==> config.mk <==
export PLATFORM = sky130hd
export DESIGN_NAME = fp_resp_parser
export DESIGN_NICKNAME = d
export VERILOG_FILES = /design/src/rtl/fp_resp_parser.sv
export SDC_FILE = /design/constraint.sdc
export NUM_CORES = 1
export LEC_CHECK = 0
export CAP_MARGIN = 20
export CORE_ASPECT_RATIO = 1.4
export CORE_UTILIZATION = 64
export CTS_BUF_LIST = sky130_fd_sc_hd__clkbuf_16
export DETAILED_ROUTE_END_ITERATION = 8
export GPL_TIMING_DRIVEN = 0
export PLACE_DENSITY = 0.85
export REMOVE_ABC_BUFFERS = 1
export SLEW_MARGIN = 5
export SYNTH_ARGS = -nofsm -noshare
export SYNTH_HDL_FRONTEND = slang
export SYNTH_SLANG_ARGS = --single-unit
==> constraint.sdc <==
create_clock -name clk1 -period 8.5 [get_ports clk1]
set_clock_uncertainty 0.15 [all_clocks]
set_input_delay 1.7 -clock clk1 [delete_from_list [all_inputs] [get_ports clk1]]
set_output_delay 1.7 -clock clk1 [all_outputs]
set_load 0.01 [all_outputs]
==> src/rtl/fp_resp_parser.sv <==
// fp_resp_parser
// Collects one R305 fingerprint-sensor response frame after each arm pulse
// and reduces it to a result code, a matched template ID and a match score.
//
// Expected frame (16 bytes):
//   EF 01 | addr[31:24] addr[23:16] addr[15:8] addr[7:0] | 07 | 00 07 |
//   confirm page_hi page_lo score_hi score_lo | csum_hi csum_lo
//
// Ports
//   clk1      in   single rising-edge clock
//   reset     in   asynchronous active-high reset
//   arm       in   one-cycle pulse, starts collection of one frame (ignored while busy)
//   rx_byte   in   [7:0] received UART byte
//   rx_ready  in   one-cycle strobe qualifying rx_byte
//   busy      out  high while a frame is being collected
//   done      out  one-cycle pulse, result outputs valid
//   status    out  [2:0] 0 OK, 1 NOMATCH, 2 SENSOR, 3 CSUM, 4 FRAME, 5 TIMEOUT, 6 RANGE
//   voter_id  out  [7:0] low byte of matched template page (updated only on OK)
//   score     out  [15:0] match score (updated only on OK)

module fp_resp_parser #(
  parameter logic [31:0] DEV_ADDR    = 32'hFFFF_FFFF,
  parameter logic [23:0] TIMEOUT_CYC = 24'd12_000_000
) (
  input  logic        clk1,
  input  logic        reset,
  input  logic        arm,
  input  logic [7:0]  rx_byte,
  input  logic        rx_ready,
  output logic        busy,
  output logic        done,
  output logic [2:0]  status,
  output logic [7:0]  voter_id,
  output logic [15:0] score
);

  typedef enum logic [2:0] {
    IDLE, HDR0, HDR1, ADDR, PID, LEN, BODY, CSUM
  } state_t;

  localparam logic [2:0] ST_OK      = 3'd0;
  localparam logic [2:0] ST_NOMATCH = 3'd1;
  localparam logic [2:0] ST_SENSOR  = 3'd2;
  localparam logic [2:0] ST_CSUM    = 3'd3;
  localparam logic [2:0] ST_FRAME   = 3'd4;
  localparam logic [2:0] ST_TIMEOUT = 3'd5;
  localparam logic [2:0] ST_RANGE   = 3'd6;

  state_t      state;
  logic [2:0]  idx;         // byte position within ADDR/LEN/BODY/CSUM
  logic [23:0] tmr;         // cycles since arm or the last received byte
  logic [15:0] csum_acc;    // running sum of PID, LEN and body bytes
  logic        frame_err;   // sticky: bad address, PID or LEN seen
  logic [7:0]  confirm;
  logic [7:0]  page_hi;
  logic [7:0]  page_lo;
  logic [7:0]  score_hi;
  logic [7:0]  score_lo;
  logic [7:0]  csum_hi;

  logic [7:0]  exp_addr;
  logic [15:0] rx_csum;
  logic [2:0]  final_status;

  // Address byte expected at the current position, MSB first.
  always_comb begin
    exp_addr = DEV_ADDR[7:0];
    case (idx[1:0])
      2'd0:    exp_addr = DEV_ADDR[31:24];
      2'd1:    exp_addr = DEV_ADDR[23:16];
      2'd2:    exp_addr = DEV_ADDR[15:8];
      default: exp_addr = DEV_ADDR[7:0];
    endcase
  end

  // Result code for the frame, evaluated while the last checksum byte is on
  // rx_byte. Structural errors outrank checksum errors, which outrank the
  // sensor's own confirmation code.
  assign rx_csum = {csum_hi, rx_byte};

  always_comb begin
    final_status = ST_OK;
    if (frame_err)
      final_status = ST_FRAME;
    else if (rx_csum != csum_acc)
      final_status = ST_CSUM;
    else if (confirm == 8'h09)
      final_status = ST_NOMATCH;
    else if (confirm != 8'h00)
      final_status = ST_SENSOR;
    else if (page_hi != 8'h00)
      final_status = ST_RANGE;
  end

  // Frame collection FSM. A received byte always wins over the timeout in
  // the same cycle, so a byte arriving exactly at the deadline still counts.
  always_ff @(posedge clk1 or posedge reset) begin
    if (reset) begin
      state     <= IDLE;
      idx       <= 3'd0;
      tmr       <= 24'd0;
      csum_acc  <= 16'd0;
      frame_err <= 1'b0;
      confirm   <= 8'h00;
      page_hi   <= 8'h00;
      page_lo   <= 8'h00;
      score_hi  <= 8'h00;
      score_lo  <= 8'h00;
      csum_hi   <= 8'h00;
      busy      <= 1'b0;
      done      <= 1'b0;
      status    <= ST_OK;
      voter_id  <= 8'h00;
      score     <= 16'h0000;
    end else begin
      done <= 1'b0;
      case (state)
        IDLE: begin
          if (arm) begin
            state     <= HDR0;
            busy      <= 1'b1;
            idx       <= 3'd0;
            tmr       <= 24'd0;
            csum_acc  <= 16'd0;
            frame_err <= 1'b0;
          end
        end

        default: begin
          if (rx_ready) begin
            tmr <= 24'd0;
            case (state)
              HDR0: begin
                if (rx_byte == 8'hEF)
                  state <= HDR1;
              end

              // A repeated EF may itself be the real start of header.
              HDR1: begin
                if (rx_byte == 8'h01) begin
                  state <= ADDR;
                  idx   <= 3'd0;
                end else if (rx_byte != 8'hEF) begin
                  state <= HDR0;
                end
              end

              ADDR: begin
                if (rx_byte != exp_addr)
                  frame_err <= 1'b1;
                if (idx == 3'd3) begin
                  state <= PID;
                  idx   <= 3'd0;
                end else begin
                  idx <= idx + 3'd1;
                end
              end

              PID: begin
                if (rx_byte != 8'h07)
                  frame_err <= 1'b1;
                csum_acc <= csum_acc + {8'h00, rx_byte};
                state    <= LEN;
                idx      <= 3'd0;
              end

              LEN: begin
                if ((idx == 3'd0 && rx_byte != 8'h00) ||
                    (idx != 3'd0 && rx_byte != 8'h07))
                  frame_err <= 1'b1;
                csum_acc <= csum_acc + {8'h00, rx_byte};
                if (idx != 3'd0) begin
                  state <= BODY;
                  idx   <= 3'd0;
                end else begin
                  idx <= 3'd1;
                end
              end

              BODY: begin
                csum_acc <= csum_acc + {8'h00, rx_byte};
                case (idx)
                  3'd0:    confirm  <= rx_byte;
                  3'd1:    page_hi  <= rx_byte;
                  3'd2:    page_lo  <= rx_byte;
                  3'd3:    score_hi <= rx_byte;
                  default: score_lo <= rx_byte;
                endcase
                if (idx == 3'd4) begin
                  state <= CSUM;
                  idx   <= 3'd0;
                end else begin
                  idx <= idx + 3'd1;
                end
              end

              CSUM: begin
                if (idx == 3'd0) begin
                  csum_hi <= rx_byte;
                  idx     <= 3'd1;
                end else begin
                  state  <= IDLE;
                  busy   <= 1'b0;
                  done   <= 1'b1;
                  status <= final_status;
                  if (final_status == ST_OK) begin
                    voter_id <= page_lo;
                    score    <= {score_hi, score_lo};
                  end
                end
              end

              default: begin
                state <= IDLE;
                busy  <= 1'b0;
              end
            endcase
          end else if (tmr == TIMEOUT_CYC - 24'd1) begin
            state  <= IDLE;
            busy   <= 1'b0;
            done   <= 1'b1;
            status <= ST_TIMEOUT;
          end else begin
            tmr <= tmr + 24'd1;
          end
        end
      endcase
    end
  end

endmodule

== Word level (Yosys, flattened, before mapping) ==
Cells that the tools add are included.

* Register bits: 124

* Reductions and logical operators: 33
* Muxes and demuxes: 56
* Bitwise operators: 3
* Eq/ne operators: 35
* $add $sub $neg: 3

{| class="wikitable"
|+ Operators with widths
! kind !! number
|-
| 2-to-1 mux 24 bit || 4
|-
| 2-to-1 mux 3 bit || 27
|-
| 2-to-1 mux 16 bit || 4
|-
| AND reduction 4 bit || 8
|-
| adder 24 x 1 -> 24 bit, second input constant || 1
|-
| equality test 24 bit, second input constant || 1
|-
| nonzero test 8 bit || 3
|-
| one-hot mux 3 bit (7 select lines) || 1
|-
| inequality test 4 bit, second input constant || 5
|-
| one-hot mux 3 bit (6 select lines) || 1
|-
| 2-to-1 mux 1 bit || 17
|-
| adder 16 x 8 -> 16 bit || 1
|-
| inequality test 16 bit || 1
|-
| inequality test 8 bit, second input constant || 2
|-
| equality test 3 bit, second input constant || 5
|-
| inequality test 3 bit, second input constant || 5
|-
| equality test 3 x 2 -> 1 bit, second input constant || 4
|-
| AND reduction 5 bit || 2
|-
| zero test 3 bit || 3
|-
| equality test 8 x 1 -> 1 bit, second input constant || 1
|-
| equality test 8 x 4 -> 1 bit, second input constant || 1
|-
| equality test 8 bit, second input constant || 1
|-
| inequality test 8 x 3 -> 1 bit, second input constant || 1
|-
| AND reduction 8 bit || 1
|-
| 21 further kinds || 30
|}

== Longest topological paths before layout ==
* Depth in word-level cells: 9
* Depth in mapped cells: 9
* Depth with buffers taken out: 8

== Worst setup path after synthesis ==
Ideal clock, no wire load.

* Path type: input-to-reg
* From: input port rx_byte[0]
* To: register csum_acc[14]
* Cell stages on the path: 8
* Slack: 4.847 ns
* Arrival time: 3.425 ns
* Buffers on the path: 0
* Setup time: 0.078 ns
* Data required time: 8.272 ns
* Cell sequence: ha_1 -> inv_1 -> fa_1 -> nand2b_1 -> a21oi_1 -> o31ai_1 -> or4_1 -> a21oi_1

* Word-level cells in the longest chain between the ends: 4

{| class="wikitable"
|+ RTL lines
! item !! line !! RTL
|-
| start, declared || 28 || <nowiki>input logic [7:0] rx_byte,</nowiki>
|-
| adder 16 x 8 -> 16 bit || 162, 171, 181 ||
|-
| 2-to-1 mux 16 bit || n/a ||
|-
| 2-to-1 mux 16 bit || 130 || <nowiki>if (rx_ready) begin</nowiki>
|-
| 2-to-1 mux 16 bit || 117 || <nowiki>case (state)</nowiki>
|-
| end signal, assigned || 162 || <nowiki>csum_acc <= csum_acc + {8'h00, rx_byte};</nowiki>
|-
| end signal, assigned || 171 || <nowiki>csum_acc <= csum_acc + {8'h00, rx_byte};</nowiki>
|-
| end signal, assigned || 181 || <nowiki>csum_acc <= csum_acc + {8'h00, rx_byte};</nowiki>
|-
| end, declared || 52 || <nowiki>logic [15:0] csum_acc;</nowiki>
|}

No other way between the ends. The select of a mux whose other input is x is not followed.
A chain may end at the register's enable or synchronous reset.

== Worst setup path in the final report ==
* From: input port rx_byte[0]
* To: register csum_acc[10]

Same word-level chain as after synthesis.

==> flow_metrics.tcl <==
set metrics [dict create \
    grt_first_pass_wirelength_um 24200 \
    avgSynthCellArea_sq_um 10.9 \
    yosys.cell_types.count 65 \
    syn_to_final_growth_pct 18.0 \
    p_sw_w 0.000713 \
    io_pins 41 \
    place_hpwl_um 9480 \
    path_clk_slew_ns 0.06 \
    synth_top_family_by_area "simple AND/OR/NAND/NOR gates" \
    crit_required_ns 8.68 \
    placed_area_sq_um 6800 \
    dp.cells 729 \
    fmax_mhz 220 \
    clk_latency_ns 0.41 \
    grt_overflow 0 \
    drive_gt1_frac 0.186 \
    netlist_area_sq_um 6280 \
    place.gp.congestion 0.894 \
    grt_start_max_net_pins 99 \
    rsz0062_at_grt "no" \
    p_leak_nw 3.36 \
    p_per_area_nw_per_um2 284 \
    timing.hold.ws_ns 0.341 \
    crit_path_max_fanout 10 \
    portBuffers 40 \
    detail_route.first_pass.iterations 5 \
    die_area_sq_um 10200 \
    status "completed" \
    hold_viol 0 \
    yosysSeqAreaShare 0.494 \
    p_int_w 0.00139 \
    synth_compound_area_frac 0.110 \
    post_cts_buffers 0 \
    synth-seq-cells 124 \
    synth-async-reset-ratio 1.00 \
    cap_viol_max_count 0 \
    hold_buffers 0 \
    vias 4905 \
    die_y_um 119 \
    drc 0 \
    cts_tree "built" \
    ant_nets 0 \
    cts-root-buf "clkbuf_16" \
    p_comb_frac 0.269 \
    synthAdderAreaFrac 0.0331 \
    clock-sinks 124 \
    synth_edf_count 0 \
    fin_setup_tns_ns 0 \
    max_slew_margin 0.281 \
    reg2reg_from "state[2]$_DFFE_PP0P_" \
    gr-usage-all-layers 0.308 \
    nFillCells 577 \
    setup_violations 0 \
    synth_cells 576 \
    fp.coreArea_sq_um 9510 \
    num-nets-final 644 \
    avgRoutedWirePerCell_um 19.4 \
    arrival_ns 4.73 \
    cts_buffers 17 \
    synthXorXnorAreaFrac 0.0223 \
    antenna_found_initial 0 \
    cp-end-kind "register" \
    min_period_over_period 0.535 \
    slew_viol_final 0 \
    critical_path.startpoint "rx_byte[0]" \
    fin_cells 761 \
    die_w_um 85.7 \
    setup.worst_path.class "input port to register" \
    start_util 0.660 \
    worstHoldStart "csum_acc[6]$_DFFE_PP0P_" \
    p_seq_frac 0.376 \
    ys.flop_type "dfrtp_1" \
    min_period_ns 4.55 \
    start_kind "input port" \
    wirelength_um 14800 \
    power.share.switching 0.339 \
    fin_ws_ns 3.95 \
    final_cell_area_sq_um 7410 \
    worst_slew_pin_slew_ns 1.07 \
    antenna_cells 0 \
    clkPwrFrac 0.355 \
    ys_warn_count 0 \
    drt_iter0_markers 478 \
    holdCritPathClass "register to register" \
    cts-htree-levels 4 \
    drt-vias-per-instance 6.45 \
    ir_worst_vdd_mv 0.185 \
    cts_resized 0 \
    cts_buffer_depth 2 \
    synth.area.mux_share 0.143 \
    dpl_worst_slack_ns 3.63 \
    core.rowCount 42 \
    synth-simple-area-share 0.169 \
    grt_pass1_vias 4977 \
]
synth_stat cells (13+ instances only):
cell type / n / area share
dfrtp_1: 124 / 0.49
mux2_2: 72 / 0.13
nand2_1: 46 / 0.027
nor2_1: 28 / 0.017
a21oi_1: 23 / 0.018
nand3_1: 22 / 0.018
inv_1: 20 / 0.012
o21ai_0: 18 / 0.014
ha_1: 15 / 0.030
nand4_1: 13 / 0.013
nor3_1: 13 / 0.010
or4_1: 13 / 0.016
state kept, by name, summed over array words and instances (netlist names), 8 cells and up:
| signal | cells |
|---|---|
| score_hi | 8 |
| score_lo | 8 |
| voter_id | 8 |
| csum_hi | 8 |
| tmr | 24 |
| page_lo | 8 |
| page_hi | 8 |
| csum_acc | 16 |
| confirm | 8 |
| score | 16 |
critical path, cell delays in order:
cell and delay, ns:
clkdlybuf4s50_1 0.83, ha_1 0.31, inv_1 0.08, fa_1 0.39, nand2b_1 0.23, a21oi_1 0.24, o31ai_1 0.25, or4_1 0.53
a21oi_1 0.17
routing by layer:
metal	vias up	GRT usage	part of all wire	wire length [um]
li1	2206	-	-	-
met1	2424	0.366	0.39	5780
met2	222	0.525	0.52	7740
met3	53	0.0728	0.056	829
met4	0	0.144	0.030	437
met5	-	0	0	0
cells in the final DEF, fill, tap and decap left out, drive strengths merged, types with 3 or more instances in the layout:
master	instances
dfrtp	124
mux2	72
nand2	47
clkdlybuf4s50	40
nor2	28
inv	25
a21oi	24
nand3	23
o21ai	19
clkbuf	17
ha	15
nor3	14
nand4	13
or4	13
nor4	11
nand2b	10
o31ai	10
and2	10
mux2i	9
xnor2	8
xor2	8
and3	7
o211ai	7
clkinv	6
and4	5
o21a	5
nor2b	4
a211oi	4
or3	4
o31a	3
a21o	3
bufinv	3
buf	3
power groups by stage:
stage	clock (W)	combinational, W	sequential, W
after floorplan	0	0.000406	0.000770
after global placement	0	0.000507	0.000786
after detailed placement	0	0.000543	0.000794
after CTS	0.000751	0.000559	0.000788
after global routing	0.000777	0.000613	0.000803
final	0.000748	0.000565	0.000791
through the flow:
stage,power (W),util
detailed placement,0.00134,0.715
global placement,0.00129,0.709
floorplan,0.00118,-
finish,0.00210,0.779
CTS,0.00210,0.779
global route,0.00219,0.779
area by class of cell:
| cell class | instances | area [sq um] | area share |
|---|---|---|---|
| clock buffers | 17 | 425 | 0.0574 |
| clock inverters | 15 | 188 | 0.0253 |
| inverters | 20 | 80.1 | 0.0108 |
| well taps | 132 | 165 | 0.0223 |
| multi-input cells | 410 | 3000 | 0.405 |
| repair buffers | 43 | 450 | 0.0608 |
| flip-flops and latches | 124 | 3100 | 0.419 |
cells by family after synthesis:
group	count (synthesis)
AO/OA/AOI/OAI	101
XOR/XNOR	16
adder cells (fa/ha/maj)	16
AND/OR/NAND/NOR	196
flip-flops	124
buffers and inverters	42
multiplexers	81
path summary, 6_finish.rpt:
path,endpoint,slack [ns],cells past startpoint
min reg2reg,csum_acc[6]$_DFFE_PP0P_,0.34,2
min,csum_acc[6]$_DFFE_PP0P_,0.34,2
min in group asynchronous,tmr[8]$_DFFE_PP0P_,1.46,2
max,csum_acc[10]$_DFFE_PP0P_,3.95,9
max reg2reg,tmr[15]$_DFFE_PP0P_,5.44,5
max in group asynchronous,csum_acc[5]$_DFFE_PP0P_,5.98,3
Power figures use the tool's default switching activity.
